===== src/rtl/card_game_pkg.sv =====
// Shared definitions for the match-game card selector: scan codes, FSM states,
// board index helpers. Card index encoding is {col[1:0], row[1:0]}.
package card_game_pkg;

  localparam logic [7:0] KEY_UP    = 8'h1D;
  localparam logic [7:0] KEY_DOWN  = 8'h1B;
  localparam logic [7:0] KEY_LEFT  = 8'h1C;
  localparam logic [7:0] KEY_RIGHT = 8'h23;
  localparam logic [7:0] KEY_PICK  = 8'h29;
  localparam logic [7:0] KEY_ENTER = 8'h5A;
  localparam logic [7:0] KEY_BREAK = 8'hF0;
  localparam logic [7:0] KEY_EXT   = 8'hE0;

  // Distinct idle indices so the score counter never sees a false match.
  localparam logic [3:0] IDX_RESET1 = 4'h0;
  localparam logic [3:0] IDX_RESET2 = 4'h4;

  typedef enum logic [1:0] {
    PICK1 = 2'd0,
    PICK2 = 2'd1,
    READY = 2'd2,
    OVER  = 2'd3
  } sel_state_t;

  // {col,row} -> row*4+col
  function automatic logic [3:0] idx_to_card(input logic [3:0] idx);
    return {idx[1:0], idx[3:2]};
  endfunction

  function automatic logic [3:0] card_to_idx(input logic [3:0] card);
    return {card[1:0], card[3:2]};
  endfunction

  function automatic logic [1:0] step_axis(input logic [1:0] v, input logic up,
                                           input logic wrap);
    logic [1:0] r;
    if (up) r = (v == 2'd3 && !wrap) ? v : v + 2'd1;
    else    r = (v == 2'd0 && !wrap) ? v : v - 2'd1;
    return r;
  endfunction

endpackage


===== src/rtl/ps2_make_filter.sv =====
// Strips PS/2 break sequences (F0 xx) and extended prefixes (E0), passing only
// make codes on to the card selector as a one-cycle strobe.
module ps2_make_filter
  import card_game_pkg::*;
(
  input  logic       clk,
  input  logic       reset,
  input  logic       i_new,
  input  logic [7:0] i_byte,
  output logic       o_key_valid,
  output logic [7:0] o_key_code
);

  logic r_brk;

  always_ff @(posedge clk or posedge reset) begin
    if (reset) begin
      r_brk <= 1'b0;
    end else if (i_new) begin
      if (r_brk)                    r_brk <= 1'b0;
      else if (i_byte == KEY_BREAK) r_brk <= 1'b1;
    end
  end

  // The byte after F0 is the released key; it is swallowed here.
  assign o_key_valid = i_new && !r_brk && (i_byte != KEY_BREAK) && (i_byte != KEY_EXT);
  assign o_key_code  = i_byte;

endmodule


===== src/rtl/card_select_ctrl.sv =====
// Cursor/pick controller for the 4x4 match board; presents a card pair to the
// score counter. Optional pick timeout under `CARD_SELECT_TIMEOUT_EN.
module card_select_ctrl
  import card_game_pkg::*;
#(
  parameter logic [23:0] TIMEOUT_CYCLES = 24'd12_500_000,
  parameter bit          WRAP           = 1'b1
) (
  input  logic        clk,
  input  logic        reset,
  input  logic        NewKB,
  input  logic [7:0]  KB_DAT,
  input  logic [15:0] flipped,
  input  logic        datareset,
  input  logic        gameend,
  output logic [3:0]  data1,
  output logic [3:0]  data2,
  output logic [3:0]  cursor,
  output logic [1:0]  pick_cnt,
  output logic        pair_ready,
  output logic        reject
);

  logic       w_key_valid;
  logic [7:0] w_key_code;

  sel_state_t r_state, w_state_next;
  logic [3:0] r_data1, w_data1_next;
  logic [3:0] r_data2, w_data2_next;
  logic [3:0] r_cursor, w_cursor_next;
  logic [1:0] r_pick_cnt, w_pick_cnt_next;
  logic       r_reject, w_reject_next;
  logic       w_timeout;
  logic       w_cur_flipped;
  logic [1:0] w_col, w_row;

  ps2_make_filter u_filter (
    .clk         (clk),
    .reset       (reset),
    .i_new       (NewKB),
    .i_byte      (KB_DAT),
    .o_key_valid (w_key_valid),
    .o_key_code  (w_key_code)
  );

  assign w_col         = r_cursor[3:2];
  assign w_row         = r_cursor[1:0];
  assign w_cur_flipped = flipped[idx_to_card(r_cursor)];

`ifdef CARD_SELECT_TIMEOUT_EN
  logic [23:0] r_to_cnt;

  assign w_timeout = (r_state == PICK2) && !w_key_valid &&
                     (r_to_cnt == TIMEOUT_CYCLES - 24'd1);

  always_ff @(posedge clk or posedge reset) begin
    if (reset)                                           r_to_cnt <= 24'd0;
    else if (r_state != PICK2 || w_key_valid || w_timeout) r_to_cnt <= 24'd0;
    else                                                 r_to_cnt <= r_to_cnt + 24'd1;
  end
`else
  logic w_unused_timeout;
  assign w_unused_timeout = ^TIMEOUT_CYCLES;
  assign w_timeout        = 1'b0;
`endif

  always_ff @(posedge clk or posedge reset) begin
    if (reset) begin
      r_state    <= PICK1;
      r_data1    <= IDX_RESET1;
      r_data2    <= IDX_RESET2;
      r_cursor   <= 4'h0;
      r_pick_cnt <= 2'd0;
      r_reject   <= 1'b0;
    end else begin
      r_state    <= w_state_next;
      r_data1    <= w_data1_next;
      r_data2    <= w_data2_next;
      r_cursor   <= w_cursor_next;
      r_pick_cnt <= w_pick_cnt_next;
      r_reject   <= w_reject_next;
    end
  end

  always_comb begin
    w_state_next    = r_state;
    w_data1_next    = r_data1;
    w_data2_next    = r_data2;
    w_cursor_next   = r_cursor;
    w_pick_cnt_next = r_pick_cnt;
    w_reject_next   = 1'b0;

    // Priority: gameend, then datareset, then timeout, then keyboard.
    if (gameend) begin
      w_state_next = OVER;
    end else if (r_state == OVER) begin
      w_state_next = OVER;
    end else if (datareset) begin
      w_state_next    = PICK1;
      w_data1_next    = IDX_RESET1;
      w_data2_next    = IDX_RESET2;
      w_pick_cnt_next = 2'd0;
    end else if (w_timeout) begin
      w_state_next    = PICK1;
      w_data1_next    = IDX_RESET1;
      w_pick_cnt_next = 2'd0;
      w_reject_next   = 1'b1;
    end else if (w_key_valid) begin
      case (w_key_code)
        KEY_UP:    w_cursor_next = {w_col, step_axis(w_row, 1'b0, WRAP)};
        KEY_DOWN:  w_cursor_next = {w_col, step_axis(w_row, 1'b1, WRAP)};
        KEY_LEFT:  w_cursor_next = {step_axis(w_col, 1'b0, WRAP), w_row};
        KEY_RIGHT: w_cursor_next = {step_axis(w_col, 1'b1, WRAP), w_row};
        KEY_PICK: begin
          case (r_state)
            PICK1: begin
              if (w_cur_flipped) begin
                w_reject_next = 1'b1;
              end else begin
                w_data1_next    = r_cursor;
                w_pick_cnt_next = 2'd1;
                w_state_next    = PICK2;
              end
            end
            PICK2: begin
              if (w_cur_flipped || r_cursor == r_data1) begin
                w_reject_next = 1'b1;
              end else begin
                w_data2_next    = r_cursor;
                w_pick_cnt_next = 2'd2;
                w_state_next    = READY;
              end
            end
            READY:   w_reject_next = 1'b1;
            default: w_reject_next = 1'b0;
          endcase
        end
        KEY_ENTER: w_cursor_next = r_cursor;  // evaluated by the score counter
        default:   w_cursor_next = r_cursor;
      endcase
    end
  end

  assign data1      = r_data1;
  assign data2      = r_data2;
  assign cursor     = r_cursor;
  assign pick_cnt   = r_pick_cnt;
  assign pair_ready = (r_state == READY);
  assign reject     = r_reject;

endmodule

===== config.mk =====
export PLATFORM = sky130hd
export DESIGN_NAME = card_select_ctrl
export DESIGN_NICKNAME = d
export VERILOG_FILES = /design/src/rtl/card_game_pkg.sv /design/src/rtl/ps2_make_filter.sv /design/src/rtl/card_select_ctrl.sv
export SDC_FILE = /design/constraint.sdc
export NUM_CORES = 1
export LEC_CHECK = 0
export BUFFER_PORTS_ARGS = -buffer_cell sky130_fd_sc_hd__buf_2
export CORE_MARGIN = 1.5
export CORE_UTILIZATION = 45
export DETAILED_ROUTE_END_ITERATION = 7
export GPL_ROUTABILITY_DRIVEN = 0
export PLACE_DENSITY = 0.8
export RECOVER_POWER = 100
export SYNTH_ARGS = -nofsm -noshare
export SYNTH_HDL_FRONTEND = slang
export SYNTH_SLANG_ARGS = --single-unit

===== constraint.sdc =====
create_clock -name clk -period 2.7 [get_ports clk]
set_input_delay 0.405 -clock clk [delete_from_list [all_inputs] [get_ports clk]]
set_output_delay 0.405 -clock clk [all_outputs]
set_load 0.02 [all_outputs]

* After elaboration in Yosys (flattened, before gate mapping)
Index checks and enable logic that the tools add are counted.
** Storage, ports and cells
- Register bits :: 18
- Input bits :: 29
- Output and inout port bits :: 16
- Word-level logic and storage cells :: 91
** Cells by class
- Add/subtract/negate cells :: 4
- Magnitude comparators :: 1
- Eq/ne operators :: 18
- Muxes and demuxes :: 31
- Bitwise gates (word level) :: 7
- Reduce and logical (&&, ||, !) cells :: 22
** Operator list (count)
- two-way mux 4 bit :: 10
- equality test 8 x 5 -> 1 bit (second input constant) :: 3
- AND reduction 7 bit :: 3
- equality test 8 x 6 -> 1 bit (second input constant) :: 2
- != test 8 bit (second input constant) :: 2
- case mux 4 bit (4 select lines) :: 1
- two-way mux 2 bit :: 7
- AND reduction 6 bit :: 2
- nonzero test 2 bit :: 6
- two-way mux 1 bit :: 10
- != test 5 bit (second input constant) :: 2
- equality test 8 bit (second input constant) :: 1
- nonzero test 4 bit :: 2
- NOT 1 bit :: 7
- != test 3 bit (second input constant) :: 2
- < comparator 4 x 5 -> 1 bit (second input constant) :: 1
- AND reduction 5 bit :: 1
- nonzero test 5 bit :: 1
- adder 2 x 1 -> 2 bit (second input constant) :: 2
- binary-select mux 1 bit (select 4 bit) :: 1
- equality test 2 bit (second input constant) :: 2
- equality test 4 bit :: 1
- != test 2 bit (second input constant) :: 2
- case mux 2 bit (2 select lines) :: 1
- other kinds (8) :: 11

* Logic depth before layout (Yosys ltp)
- Depth in word-level cells :: 10
- Mapped depth :: 6
- Gate-level depth less buffers :: 5

* Modules after synthesis
Synthesis repeated with hierarchy kept, for this count alone.
** Second synthesis, totals
- Cell total of the unflattened synthesis :: 122
- Area total of the unflattened synthesis :: 1249.9 um2
** Modules (own cells, without submodules)
- card_select_ctrl :: times used 1, cells each 105, area an instance 1101.1 um2, seq. area each 426.7 um2
- ps2_make_filter :: times used 1, cells each 17, area an instance 148.9 um2, seq. area each 25.0 um2

* Worst setup path before layout
No wires, ideal clock.
- Path type :: register to register
- Start :: reg r_cursor[2] (netlist: cursor[2])
- End :: reg r_data1[0] (netlist: data1[0])
- Setup time :: 0.104 ns
- Arrival :: 1.947 ns
- Slack :: 0.649 ns
- Cell stages (with the launch flop) :: 7
- Path buffers :: 1
- Cell sequence :: dfrtp_1 buf_6 mux4_2 a22oi_4 o211ai_4 or2_4 o311ai_1
** Between the ends
- Word-level cells in the longest chain between the ends :: 4
** RTL lines
- start: declaration :: RTL line card_select_ctrl.sv:30 : logic [3:0] r_cursor, w_cursor_next;
- start signal: assignment :: RTL line card_select_ctrl.sv:79 : r_cursor <= w_cursor_next;
- binary-select mux 1 bit (select 4 bit) :: RTL line card_select_ctrl.sv:48 : assign w_cur_flipped = flipped[idx_to_card(r_cursor)];
- two-way mux 1 bit (implied by the code) :: RTL line card_select_ctrl.sv:48
- != test 2 bit (no source line)
- AND reduction 6 bit (no source line)
- end signal: assignment :: RTL line card_select_ctrl.sv:77 : r_data1 <= w_data1_next;
- end: declaration :: RTL line card_select_ctrl.sv:28 : logic [3:0] r_data1, w_data1_next;
No other way between the ends. The select of a mux whose other input is x is not followed.
A chain may end at the register's enable or synchronous reset.

* Worst setup path in the final report
- Start :: reg r_cursor[2] (netlist: cursor[2])
- End :: reg r_data1[3] (netlist: data1[3])
Same word-level chain as after synthesis.

==> qor.csv <==
metric,value,unit
drtAntennaViolNets,0,
worstPathMaxFanout,8,
tritoncts,built,
port_buffers,44,
clock_latency,290,ps
hold_viol,0,
cts_setup_buffers,0,
min_path_type,input port to async pin,
power_density,367,nW/um^2
fin_crit_sh,86.4,%
grt_max_degree,19,
fin_nets,198,
fillCellCount,237,
drcViolationCount,0,
grt_antenna_before_repair,0,
ff2ff_setup_slack,370,ps
layout-drive-gt1-share,25.6,%
fp.dieH,55.8,um
worstSetupPathType,flip-flop to flip-flop,
finalMaxSlewViolations,0,
first_pass_iters,4,
rsz0062_at_grt,no,
hold_buffers,0,
wl_per_cell,14.5,um
clock_tree.root_cell,clkbuf_4,
ys_seq_area_share,36.1,%
critPathCaptureType,flip-flop,
timing.fmax,428,MHz
max_slew_margin,55.3,%
cts_resized,0,
cts_made_buffers,3,
num_vias,1146,
r2r-start,cursor[2],
postSynthAreaPerCell,9.86,sq um
synth_fa_ha_area_share,0,%
wl,2.87,mm
die_area,3110,sq um
skew,20.9,ps
ys_async_sr_fraction,100,%
synthCells,127,
fp.dieW,55.8,um
synth_nets,156,
grt_pass1_vias,1045,
power,0.539,mW
place_inst,194,
synth_flop_cell,dfrtp_1,
grt.total_usage,18.2,%
drt-initial-drc-count,31,
yosysUniqueCellTypes,43,
ys_ff_latch,18,
area_growth,17.2,%
finalSetupViolCount,0,
syn_area,1250,sq um
grt_pass1_wl,4.67,mm
fin_crit,2330,ps
synth_compound_area_share,21.9,%
synthSimpleGateAreaFrac,21.6,%
yosys_warnings,0,
p_leak,0.605,nW
clk_pin_slew,120,ps
via_per_inst,5.79,
core,2540,sq um
synth_xor_xnor_area_share,6.99,%
startpoint_type,flip-flop,
dp_slack,495,ps
overflow,0,
final.setup.tns,0,ps
ios,45,
cp_slowest_cell,mux4_2,
ff2ff_path_depth,5,
critPathArrivalTime,2500,ps
dp.final_hpwl,2.30,mm
n_antenna_cell,0,
vdd_drop_max,0.000273,V
maxCapViolCount,0,
synth_mux_area_share,7.19,%
synth_top_family_by_area,compound AO/OA/AOI/OAI gates,
setup_ws,366,ps
h-tree-depth,1,
synth_edf_count,0,
r2r-end,data1[3],
num_rows,18,
status,"finished, final reports clean",
initial_utilization,49.2,%
worst_pin_slew,669,ps
cp_cell_sequence,"mux4_2, a22oi_4, o211ai_1, or2_4, o311ai_1",
required,2870,ps
cts.sinks,18,
cts_buffer_depth,2,
stdcell_count,198,
slowest_delay,590,ps
[cells by family (layout without fill, tap and decap cells)]
logic type	count (synthesis)	count (layout)
AND/OR/NAND/NOR	45	45
multiplexers	4	4
XOR/XNOR	10	10
flip-flops	18	18
buffers and inverters	19	60
AO/OA/AOI/OAI	31	31
[flip-flops by register name, summed over array words and instances (netlist names)]
name / flops
u_filter.r_brk: 1
pick_cnt: 2
cursor: 4
r_state: 2
reject: 1
data2: 4
data1: 4
[worst max-delay path by stage]
stage               startpoint  depth (start not counted)  slack [ps]       end
floorplan            cursor[2]                          6         650  data1[0]
CTS                  cursor[2]                          5         490  data1[3]
detailed placement   cursor[2]                          5         490  data1[3]
finish               cursor[2]                          5         370  data1[3]
global placement     cursor[2]                          5         600  data2[2]
global route         cursor[2]                          5         220  data1[3]
[cells in the final DEF (no fill, tap or decap), types with 2 or more instances in the layout]
cell type	count
nand2_1	9
a22oi_4	2
dfrtp_1	17
nor3b_1	4
a21oi_1	4
nor4bb_1	2
mux4_2	4
inv_1	12
nor4b_1	3
nand3_1	3
clkbuf_4	3
buf_2	27
o21ai_0	4
a211o_1	2
o311ai_1	3
nand4_1	4
o211ai_1	4
nor2_1	3
o2bb2ai_1	2
nor2b_1	6
clkbuf_1	18
nor3_1	4
xnor2_1	9
[report_power, final]
part | switching, mW | internal, mW
combinational | 0.0604 | 0.0450
sequential | 0.00942 | 0.284
clock | 0.0826 | 0.0573
[Yosys cell counts, drive strengths merged (2+ instances only)]
| master | number | area (sq um) |
|---|---|---|
| o211ai | 4 | 43.8 |
| nor4b | 3 | 26.3 |
| nor4bb | 2 | 20.0 |
| nand3 | 3 | 15.0 |
| nand2 | 9 | 33.8 |
| a22oi | 2 | 42.5 |
| buf | 2 | 15.0 |
| nor2 | 3 | 11.3 |
| inv | 12 | 45.0 |
| xnor2 | 9 | 78.8 |
| clkbuf | 5 | 18.8 |
| a21oi | 4 | 20.0 |
| nor3 | 4 | 20.0 |
| nor3b | 4 | 30.0 |
| nor2b | 6 | 37.5 |
| and2 | 2 | 13.8 |
| o21ai | 4 | 20.0 |
| nand4 | 4 | 25.0 |
| mux4 | 4 | 90.1 |
| o311ai | 4 | 35.0 |
| dfrtp | 17 | 425 |
| a211o | 2 | 17.5 |
| o2bb2ai | 2 | 17.5 |
[metal layers]
| metal | vias up | routed length, um | GRT usage, % |
|---|---|---|---|
| met5 | - | 0 | 0 |
| met4 | 0 | 0 | 2.09 |
| met3 | 0 | 190 | 2.56 |
| met2 | 49 | 1370 | 32.1 |
| met1 | 551 | 1310 | 24.2 |
| li1 | 546 | - | - |
[stage by stage]
| step | hold slack [ps] | utilization, % | cell area [sq um] |
|---|---|---|---|
| 2_1_floorplan | 343 | - | 1250 |
| 3_3_place_gp | 491 | 58.0 | 1480 |
| 3_5_place_dp | 494 | 58.0 | 1480 |
| 4_1_cts | 224 | 59.0 | 1500 |
| 5_1_grt | 269 | 57.7 | 1470 |
| 6_report | 185 | 57.7 | 1470 |
[worst max-delay path: cells and delay by family (launching register included)]
family / cells / cell delay (ps)
multiplexers: 1 / 590
AND/OR/NAND/NOR: 1 / 340
AO/OA/AOI/OAI: 3 / 720
flip-flops: 1 / 560
[cell type report]
class / instances / area, sq um / area share (%)
clock buffer: 4 / 26.3 / 1.79
sequential: 18 / 452 / 30.8
tap: 30 / 37.5 / 2.56
inverter: 12 / 45.0 / 3.07
timing repair buffer: 44 / 199 / 13.6
multi-input combinational: 90 / 708 / 48.3
No activity file was read; power rests on OpenSTA's default activity.
